--- src/rtl/ws2812_rx.sv ---
// ws2812_rx -- WS2812 serial line receiver.
//
// Decodes the single-wire WS2812 protocol by timing the high phase of each
// pulse. A pulse longer than T_THRESH cycles is a 1, otherwise a 0. Every 24
// bits form one word, which is presented on rgb_data/led_num with a one-cycle
// write strobe. A low gap of T_RESET cycles ends a frame.
//
// Ports
//   clk        in   system clock, rising edge
//   reset_n    in   asynchronous active-low reset
//   din        in   WS2812 serial line (asynchronous to clk)
//   rgb_data   out  [23:0] last decoded word, first received bit in bit 23
//   led_num    out  [7:0]  word index of rgb_data within the current frame
//   write      out  one-cycle strobe, rgb_data/led_num valid
//   frame_done out  one-cycle strobe, reset gap seen after at least one bit
//   error      out  one-cycle strobe, protocol violation
//   overflow   out  level, more than NUM_LEDS words in the current frame
//
// Handshake: there is no back-pressure. write is a pure valid strobe; the
// consumer must take rgb_data/led_num in the cycle write is high. Both hold
// their values until the next write.
//
// The FSM state is held in state_q (SYNC/LOW/HIGH) for external checkers.

module ws2812_rx #(
  parameter int NUM_LEDS   = 8,
  parameter int T_THRESH   = 7,
  parameter int T_MAX_HIGH = 20,
  parameter int T_RESET    = 600
) (
  input  logic        clk,
  input  logic        reset_n,
  input  logic        din,
  output logic [23:0] rgb_data,
  output logic [7:0]  led_num,
  output logic        write,
  output logic        frame_done,
  output logic        error,
  output logic        overflow
);

  localparam int LCW = $clog2(T_RESET + 1);
  localparam int HCW = $clog2(T_MAX_HIGH + 1);
  localparam int WCW = $clog2(NUM_LEDS + 1);

  localparam logic [LCW-1:0] T_RESET_W  = LCW'(T_RESET);
  localparam logic [LCW-1:0] T_RESET_M1 = LCW'(T_RESET - 1);
  localparam logic [HCW-1:0] T_MAX_W    = HCW'(T_MAX_HIGH);
  localparam logic [HCW-1:0] T_MAX_M1   = HCW'(T_MAX_HIGH - 1);
  localparam logic [HCW-1:0] T_THRESH_W = HCW'(T_THRESH);
  localparam logic [WCW-1:0] NUM_LEDS_W = WCW'(NUM_LEDS);

  typedef enum logic [1:0] {
    SYNC = 2'd0,
    LOW  = 2'd1,
    HIGH = 2'd2
  } state_t;

  state_t         state_q, state_d;
  logic           din_m, din_s;
  logic [LCW-1:0] low_cnt_q, low_cnt_d;
  logic [HCW-1:0] high_cnt_q, high_cnt_d;
  logic [4:0]     bit_cnt_q, bit_cnt_d;
  logic [WCW-1:0] word_cnt_q, word_cnt_d;
  logic [23:0]    shift_q, shift_d;
  logic [23:0]    rgb_d;
  logic [7:0]     led_d;
  logic           write_d, frame_done_d, error_d, overflow_d;

  logic [LCW-1:0] low_inc;
  logic [HCW-1:0] high_inc;
  logic           gap_hit;
  logic           max_hit;
  logic           bit_val;
  logic [4:0]     bit_idx;

  // Saturating increments: the counters stop at their terminal value so a
  // long idle line or stuck-high line never wraps back into a valid range.
  assign low_inc  = (low_cnt_q == T_RESET_W) ? low_cnt_q : low_cnt_q + LCW'(1);
  assign high_inc = (high_cnt_q == T_MAX_W) ? high_cnt_q : high_cnt_q + HCW'(1);

  // Both events fire on the cycle the counter steps onto its terminal value,
  // so each fires once per gap / per stuck pulse.
  assign gap_hit = !din_s && (low_cnt_q == T_RESET_M1);
  assign max_hit = din_s && (high_cnt_q == T_MAX_M1);

  assign bit_val = (high_cnt_q > T_THRESH_W);
  // Bits are placed from bit 23 downwards, so the first received bit lands
  // in the MSB once the word is complete.
  assign bit_idx = 5'd23 - bit_cnt_q;

  // Two-flop synchronizer; din_s is the only version of din used below.
  always_ff @(posedge clk or negedge reset_n) begin
    if (!reset_n) begin
      din_m <= 1'b0;
      din_s <= 1'b0;
    end else begin
      din_m <= din;
      din_s <= din_m;
    end
  end

  always_ff @(posedge clk or negedge reset_n) begin
    if (!reset_n) begin
      state_q    <= SYNC;
      low_cnt_q  <= '0;
      high_cnt_q <= '0;
      bit_cnt_q  <= '0;
      word_cnt_q <= '0;
      shift_q    <= '0;
      rgb_data   <= '0;
      led_num    <= '0;
      write      <= 1'b0;
      frame_done <= 1'b0;
      error      <= 1'b0;
      overflow   <= 1'b0;
    end else begin
      state_q    <= state_d;
      low_cnt_q  <= low_cnt_d;
      high_cnt_q <= high_cnt_d;
      bit_cnt_q  <= bit_cnt_d;
      word_cnt_q <= word_cnt_d;
      shift_q    <= shift_d;
      rgb_data   <= rgb_d;
      led_num    <= led_d;
      write      <= write_d;
      frame_done <= frame_done_d;
      error      <= error_d;
      overflow   <= overflow_d;
    end
  end

  always_comb begin
    state_d      = state_q;
    low_cnt_d    = low_cnt_q;
    high_cnt_d   = high_cnt_q;
    bit_cnt_d    = bit_cnt_q;
    word_cnt_d   = word_cnt_q;
    shift_d      = shift_q;
    rgb_d        = rgb_data;
    led_d        = led_num;
    write_d      = 1'b0;
    frame_done_d = 1'b0;
    error_d      = 1'b0;
    overflow_d   = overflow;

    case (state_q)
      // Wait for a full reset gap before trusting any pulse timing.
      SYNC: begin
        if (din_s) begin
          low_cnt_d = '0;
        end else begin
          low_cnt_d = low_inc;
          if (gap_hit) begin
            state_d    = LOW;
            bit_cnt_d  = '0;
            word_cnt_d = '0;
            overflow_d = 1'b0;
          end
        end
      end

      LOW: begin
        if (din_s) begin
          state_d    = HIGH;
          high_cnt_d = HCW'(1);
        end else begin
          low_cnt_d = low_inc;
          if (gap_hit) begin
            frame_done_d = (bit_cnt_q != '0) || (word_cnt_q != '0);
            error_d      = (bit_cnt_q != '0);
            bit_cnt_d    = '0;
            word_cnt_d   = '0;
            overflow_d   = 1'b0;
          end
        end
      end

      HIGH: begin
        if (din_s) begin
          high_cnt_d = high_inc;
          if (max_hit) begin
            // Stuck or overlong high: abandon the word and resynchronise.
            error_d   = 1'b1;
            bit_cnt_d = '0;
            low_cnt_d = '0;
            state_d   = SYNC;
          end
        end else begin
          shift_d[bit_idx] = bit_val;
          low_cnt_d        = LCW'(1);
          state_d          = LOW;
          if (bit_cnt_q == 5'd23) begin
            bit_cnt_d = '0;
            if (word_cnt_q < NUM_LEDS_W) begin
              write_d    = 1'b1;
              rgb_d      = shift_d;
              led_d      = 8'(word_cnt_q);
              word_cnt_d = word_cnt_q + WCW'(1);
            end else begin
              overflow_d = 1'b1;
              word_cnt_d = NUM_LEDS_W;
            end
          end else begin
            bit_cnt_d = bit_cnt_q + 5'd1;
          end
        end
      end

      default: begin
        state_d = SYNC;
      end
    endcase
  end

endmodule
--- config.mk ---
export PLATFORM = sky130hd
export DESIGN_NAME = ws2812_rx
export DESIGN_NICKNAME = d
export VERILOG_FILES = /design/src/rtl/ws2812_rx.sv
export SDC_FILE = /design/constraint.sdc
export NUM_CORES = 1
export LEC_CHECK = 0
export ABC_CLOCK_PERIOD_IN_PS = 2350
export CELL_PAD_IN_SITES_DETAIL_PLACEMENT = 0
export CELL_PAD_IN_SITES_GLOBAL_PLACEMENT = 2
export CORE_AREA = 3 3 109 122
export DETAILED_ROUTE_END_ITERATION = 16
export DIE_AREA = 0 0 112 125
export HOLD_SLACK_MARGIN = 0.08
export PLACE_DENSITY = 0.86
export SLEW_MARGIN = 15
export SYNTH_ARGS = -nofsm -noshare
export SYNTH_HDL_FRONTEND = slang
export SYNTH_SLANG_ARGS = --single-unit
--- constraint.sdc ---
create_clock -name clk -period 2.35 [get_ports clk]
set_input_delay 0.235 -clock clk [delete_from_list [all_inputs] [get_ports clk]]
set_output_delay 0.235 -clock clk [all_outputs]
set_load 0.05 [all_outputs]
### Word level (Yosys, flattened, before mapping)

Index checks and enable logic that the tools add are counted.

| storage, ports and cells | value |
|---|---|
| flip-flop bits (word level) | 84 |
| input port bits | 3 |

| cells by class | value |
|---|---|
| add/sub/neg operators | 5 |
| magnitude comparators | 4 |
| eq/ne operators | 19 |
| mux-type cells | 49 |
| bitwise logic cells | 1 |
| reduce and logical (&&, ||, !) cells | 20 |

Operators by type and width:

| cell | number |
|---|---|
| two-way mux 10 bit | 5 |
| two-way mux 5 bit | 8 |
| case mux 10 bit (3 select lines) | 1 |
| bitwise mux 24 bit | 1 |
| equality test 10 bit (second input constant) | 2 |
| two-way mux 4 bit | 5 |
| != test 2 bit (second input constant) | 10 |
| case mux 5 bit (2 select lines) | 2 |
| two-way mux 1 bit | 17 |
| AND reduction 4 bit | 4 |
| equality test 5 bit (second input constant) | 3 |
| adder 10 x 1 -> 10 bit (second input constant) | 1 |
| adder 5 x 1 -> 5 bit (second input constant) | 2 |
| two-way mux 2 bit | 5 |
| case mux 4 bit (2 select lines) | 1 |
| < comparator 5 x 6 -> 1 bit (second input constant) | 1 |
| case mux 2 bit (3 select lines) | 1 |
| AND reduction 6 bit | 1 |
| demux 1 bit (select 5 bit) | 1 |
| greater-or-equal comparator 5 x 1 -> 1 bit (second input constant) | 1 |
| > comparator 5 x 3 -> 1 bit (second input constant) | 1 |
| AND reduction 5 bit | 1 |
| nonzero test 5 bit | 1 |
| subtractor 5 bit (first input constant) | 1 |
| other kinds (18) | 22 |

### Logic depth before layout (Yosys ltp)

| depth | value |
|---|---|
| depth in word-level cells | 6 |
| gate-level depth with buffers | 9 |

### Worst setup path before layout

No wires, ideal clock.

| timing path | value |
|---|---|
| path type | register to register |
| start | reg state_q[0] |
| end | reg led_num[2] |
| setup time | 0.125 ns |
| data arrival time | 1.851 ns |
| data required time | 2.225 ns |
| slack | 0.374 ns |
| stages on the path, launching flop included | 8 |
| clock period less this slack | 1.976 ns |
| cell sequence | dfrtp_1 > inv_1 > ha_1 > nand2b_1 > buf_2 > or4_4 > buf_6 > mux2_4 |

| between the ends | value |
|---|---|
| longest elaborated chain between the ends | 2 |

RTL lines:

| what | line | source |
|---|---|---|
| start: declaration | 59 | `state_t state_q, state_d;` |
| start signal: assignment | 118 | `state_q <= state_d;` |
| equality test 2 bit | 147 | `case (state_q)` |
| AND reduction 4 bit (no line) | - |  |
| end signal: assignment | 125 | `led_num <= led_d;` |
| end: declaration | 35 | `output logic [7:0] led_num,` |

No other way between the ends.
A chain may end at the register's enable or synchronous reset.

### Final worst setup path

| timing path | value |
|---|---|
| start | reg state_q[0] |
| end | reg rgb_data[8] |

| between the ends | value |
|---|---|
| longest elaborated chain between the ends | 2 |

RTL lines:

| what | line | source |
|---|---|---|
| equality test 2 bit | 147 |  |
| AND reduction 4 bit (no line) | - |  |
| end signal: assignment | 124 | `rgb_data <= rgb_d;` |
| end: declaration | 34 | `output logic [23:0] rgb_data,` |

No other way between the ends.

==> flow_summary.yaml <==
clock_network:
  cts_buffers: 9
  cts_root_buffer: "clkbuf_16"
  cts_tree: "built"
  clkLatencyLatePin_ns: 0.34
  clkSinkCount: 84
  cts.path.max_buffers: 2
  htreeDepth: 3
  path_clk_slew_ns: 0.06
  cts_setup_buffers: 0
critical_path:
  r2r_slack_ns: 0.25
  r2r_start: "state_q[0]$_DFFE_PN0P_"
  crit_path_max_fanout: 44
  start_kind: "flop"
  crit_arrival_ns: 2.31
  cp.required_ns: 2.56
  criticalPathCategory: "reg -> reg"
  reg2reg_depth: 8
  timing.rr.end: "rgb_data[8]$_DFFE_PN0P_"
  cp-end-kind: "flop"
pwr:
  irDropWorstVdd_mv: 0.349
  leakage_uw: 0.00248
  power_density_mw_per_mm2: 546
detailed_routing:
  drt_iter0_drc: 133
  highest_layer: "met4"
  via_per_inst: 5.14
  dr_wl_met2_mm: 4.72
  drc: 0
  wire_per_inst_um: 14.7
  drtAntennaViolNets: 0
  vias: 3369
  dr_wl_met3_um: 267
  drt-total-wl_mm: 9.60
  firstDrtPassIters: 4
  wl_met1_mm: 4.49
timing:
  rsz0062_at_grt: "no"
  worst_slew_pin_slew_ns: 0.542
  setup-tns-final_ns: 0
  period_share_pct: 89.4
  skew_ns: 0.00955
  relSlewSlack_pct: 63.7
  final-max-slew-violation-count: 0
  setup_violations: 0
  hold_violations: 0
  finalCriticalPeriod_ns: 2.10
  fin_ws_ns: 0.248
  max_freq_mhz: 476
hold_path:
  hp-class: "in -> reg"
  holdPathStages: 1
  whs_endpoint: "din_m$_DFF_PN0_"
  worstHoldStart: "din"
run:
  maxCapViolCount: 0
final_layout:
  fin_nets: 515
  drive_gt1_share_pct: 19.0
  finalNonFillerCells: 655
  final_core_util_pct: 45.4
  diodes: 0
  areaGrowthSynthToFinish_pct: 18.9
synthesis:
  netlist_area_mm2: 0.00459
  synth_cell_types: 61
  yosysWarnings: 0
  ys_seq_area_share_pct: 45.8
  avgSynthCellArea_um2: 10.1
  synthFlopType: "dfrtp_1"
  synth_edf_count: 0
  netlist_instances: 455
  ys_seq_elements: 84
  async_reset_ff_share_pct: 100
die:
  initial_utilization_pct: 38.2
  core_area_mm2: 0.0120
  die_w_um: 112
  placement_rows: 42
  dieHeight_um: 125
  die_area_mm2: 0.0140
  ios: 39
placement:
  gp_congestion: 0.818
  place_inst: 638
  port_buffers: 34
  dp_hpwl_mm: 6.77
  pre_cts_slack_ns: 0.264
global_route:
  antenna_found_initial: 0
  grt_pass1_wl_mm: 16.9
  grt.overflow.total: 0
  grt_use_total_pct: 14.4
  grt_pass1_vias: 3389
  grt_max_degree: 52
outcome:
  status: "completed"
-- power by group --
part / leakage [uW] / internal, uW / switching, uW
Clock: 0.000149 / 878 / 564
Combinational: 0.00116 / 21.0 / 58.8
Sequential: 0.00117 / 1450 / 8.75
Total: 0.00248 / 2350 / 632
-- sequential cells by signal, indices dropped and copies added (netlist names) --
register and cells:
write 1, bit_cnt_q 5, led_num 4, din_m 1, high_cnt_q 5, error 1
low_cnt_q 10, din_s 1, shift_q 24, frame_done 1, word_cnt_q 4, rgb_data 24
state_q 2, overflow 1
-- stage by stage --
step	area (um^2)	hold slack [ns]	total power (uW)
floorplan	4600	-0.0606	1530
global placement	5150	0.230	1570
detailed placement	5150	0.234	1570
CTS	5460	0.323	3030
global route	5460	0.321	3100
finish	5460	0.337	2980
-- synth_stat cells (all sizes together) (8+ instances only) --
| master | count | share of area (%) |
|---|---|---|
| inv | 18 | 1.5 |
| clkbuf | 13 | 1.1 |
| dfrtp | 84 | 46 |
| mux2i | 24 | 5.2 |
| buf | 16 | 2.7 |
| o21ai | 47 | 6.8 |
| nand2b | 8 | 1.1 |
| nand3 | 24 | 2.6 |
| ha | 16 | 4.4 |
| mux2 | 28 | 6.9 |
| nand2 | 64 | 5.2 |
| nor2 | 25 | 2.0 |
| a21oi | 8 | 0.87 |
-- area by class of cell --
cell class                 instances  area [um^2]
timing repair buffer              56          531
fill                            1161         6570
sequential                        84         2100
inverter                          18         67.6
clock buffer                      12          256
clock inverter                     4         47.5
tap                              154          193
multi-input combinational        327         2260
-- logic make-up (layout without fill, tap and decap cells) --
logic type / Yosys count / in the layout / share of synthesized area [%]
multiplexers: 52 / 52 / 12.2
other: 1 / 4 / 0.0817
AO/OA/AOI/OAI: 87 / 87 / 13.4
buffers and inverters: 47 / 90 / 5.23
AND/OR/NAND/NOR: 167 / 167 / 18.8
flip-flops: 84 / 84 / 45.8
adder cells (fa/ha/maj): 16 / 16 / 4.36
XOR/XNOR: 1 / 1 / 0.191
-- critical path, stage by stage (launching register included) --
cell,delay [ns]
dfrtp_1,0.44
inv_1,0.12
ha_1,0.19
buf_4,0.16
nand2b_1,0.08
or4_4,0.58
buf_12,0.22
nand2_1,0.11
o21ai_2,0.05
-- worst max-delay path by stage --
stage / to / slack (ns) / startpoint
after CTS: rgb_data[19]$_DFFE_PN0P_ / 0.26 / state_q[0]$_DFFE_PN0P_
final: rgb_data[8]$_DFFE_PN0P_ / 0.25 / state_q[0]$_DFFE_PN0P_
after floorplan: led_num[2]$_DFFE_PN0P_ / 0.37 / state_q[0]$_DFFE_PN0P_
after detailed placement: rgb_data[19]$_DFFE_PN0P_ / 0.26 / state_q[0]$_DFFE_PN0P_
after global placement: rgb_data[8]$_DFFE_PN0P_ / 0.35 / state_q[0]$_DFFE_PN0P_
after global routing: rgb_data[21]$_DFFE_PN0P_ / 0.14 / state_q[0]$_DFFE_PN0P_
-- cell usage in the layout (no fill, tap or decap), types with 3 or more instances in the layout --
cell / Yosys / routed
a211oi_1: 3 / 3
a21oi_1: 8 / 8
a22o_1: 5 / 5
and2_1: 3 / 3
and3_1: 4 / 4
buf_4: 5 / 20
clkbuf_16: 0 / 9
clkdlybuf4s50_1: 0 / 33
conb_1: 1 / 4
dfrtp_1: 84 / 84
ha_1: 16 / 16
inv_1: 18 / 18
mux2_2: 27 / 27
mux2i_1: 24 / 24
nand2_1: 64 / 64
nand2b_1: 8 / 8
nand3_1: 24 / 24
nor2_1: 25 / 25
nor2b_1: 7 / 7
nor3_1: 5 / 5
o21ai_0: 20 / 19
o21ai_1: 7 / 7
o21ai_2: 20 / 21
o22ai_1: 3 / 3
-- layer usage --
layer	vias to the layer above	track usage, %
met5	-	0
met4	0	4.24
met3	9	2.75
met2	45	24.1
met1	1622	19.1
li1	1693	-
-- what timing repair did --
item,4_1_cts,5_1_grt
gates resized for setup,0,0
endpoints found under the hold margin,33,0
hold buffers,1,0
Note: power is estimated with default switching activity, not from simulation.
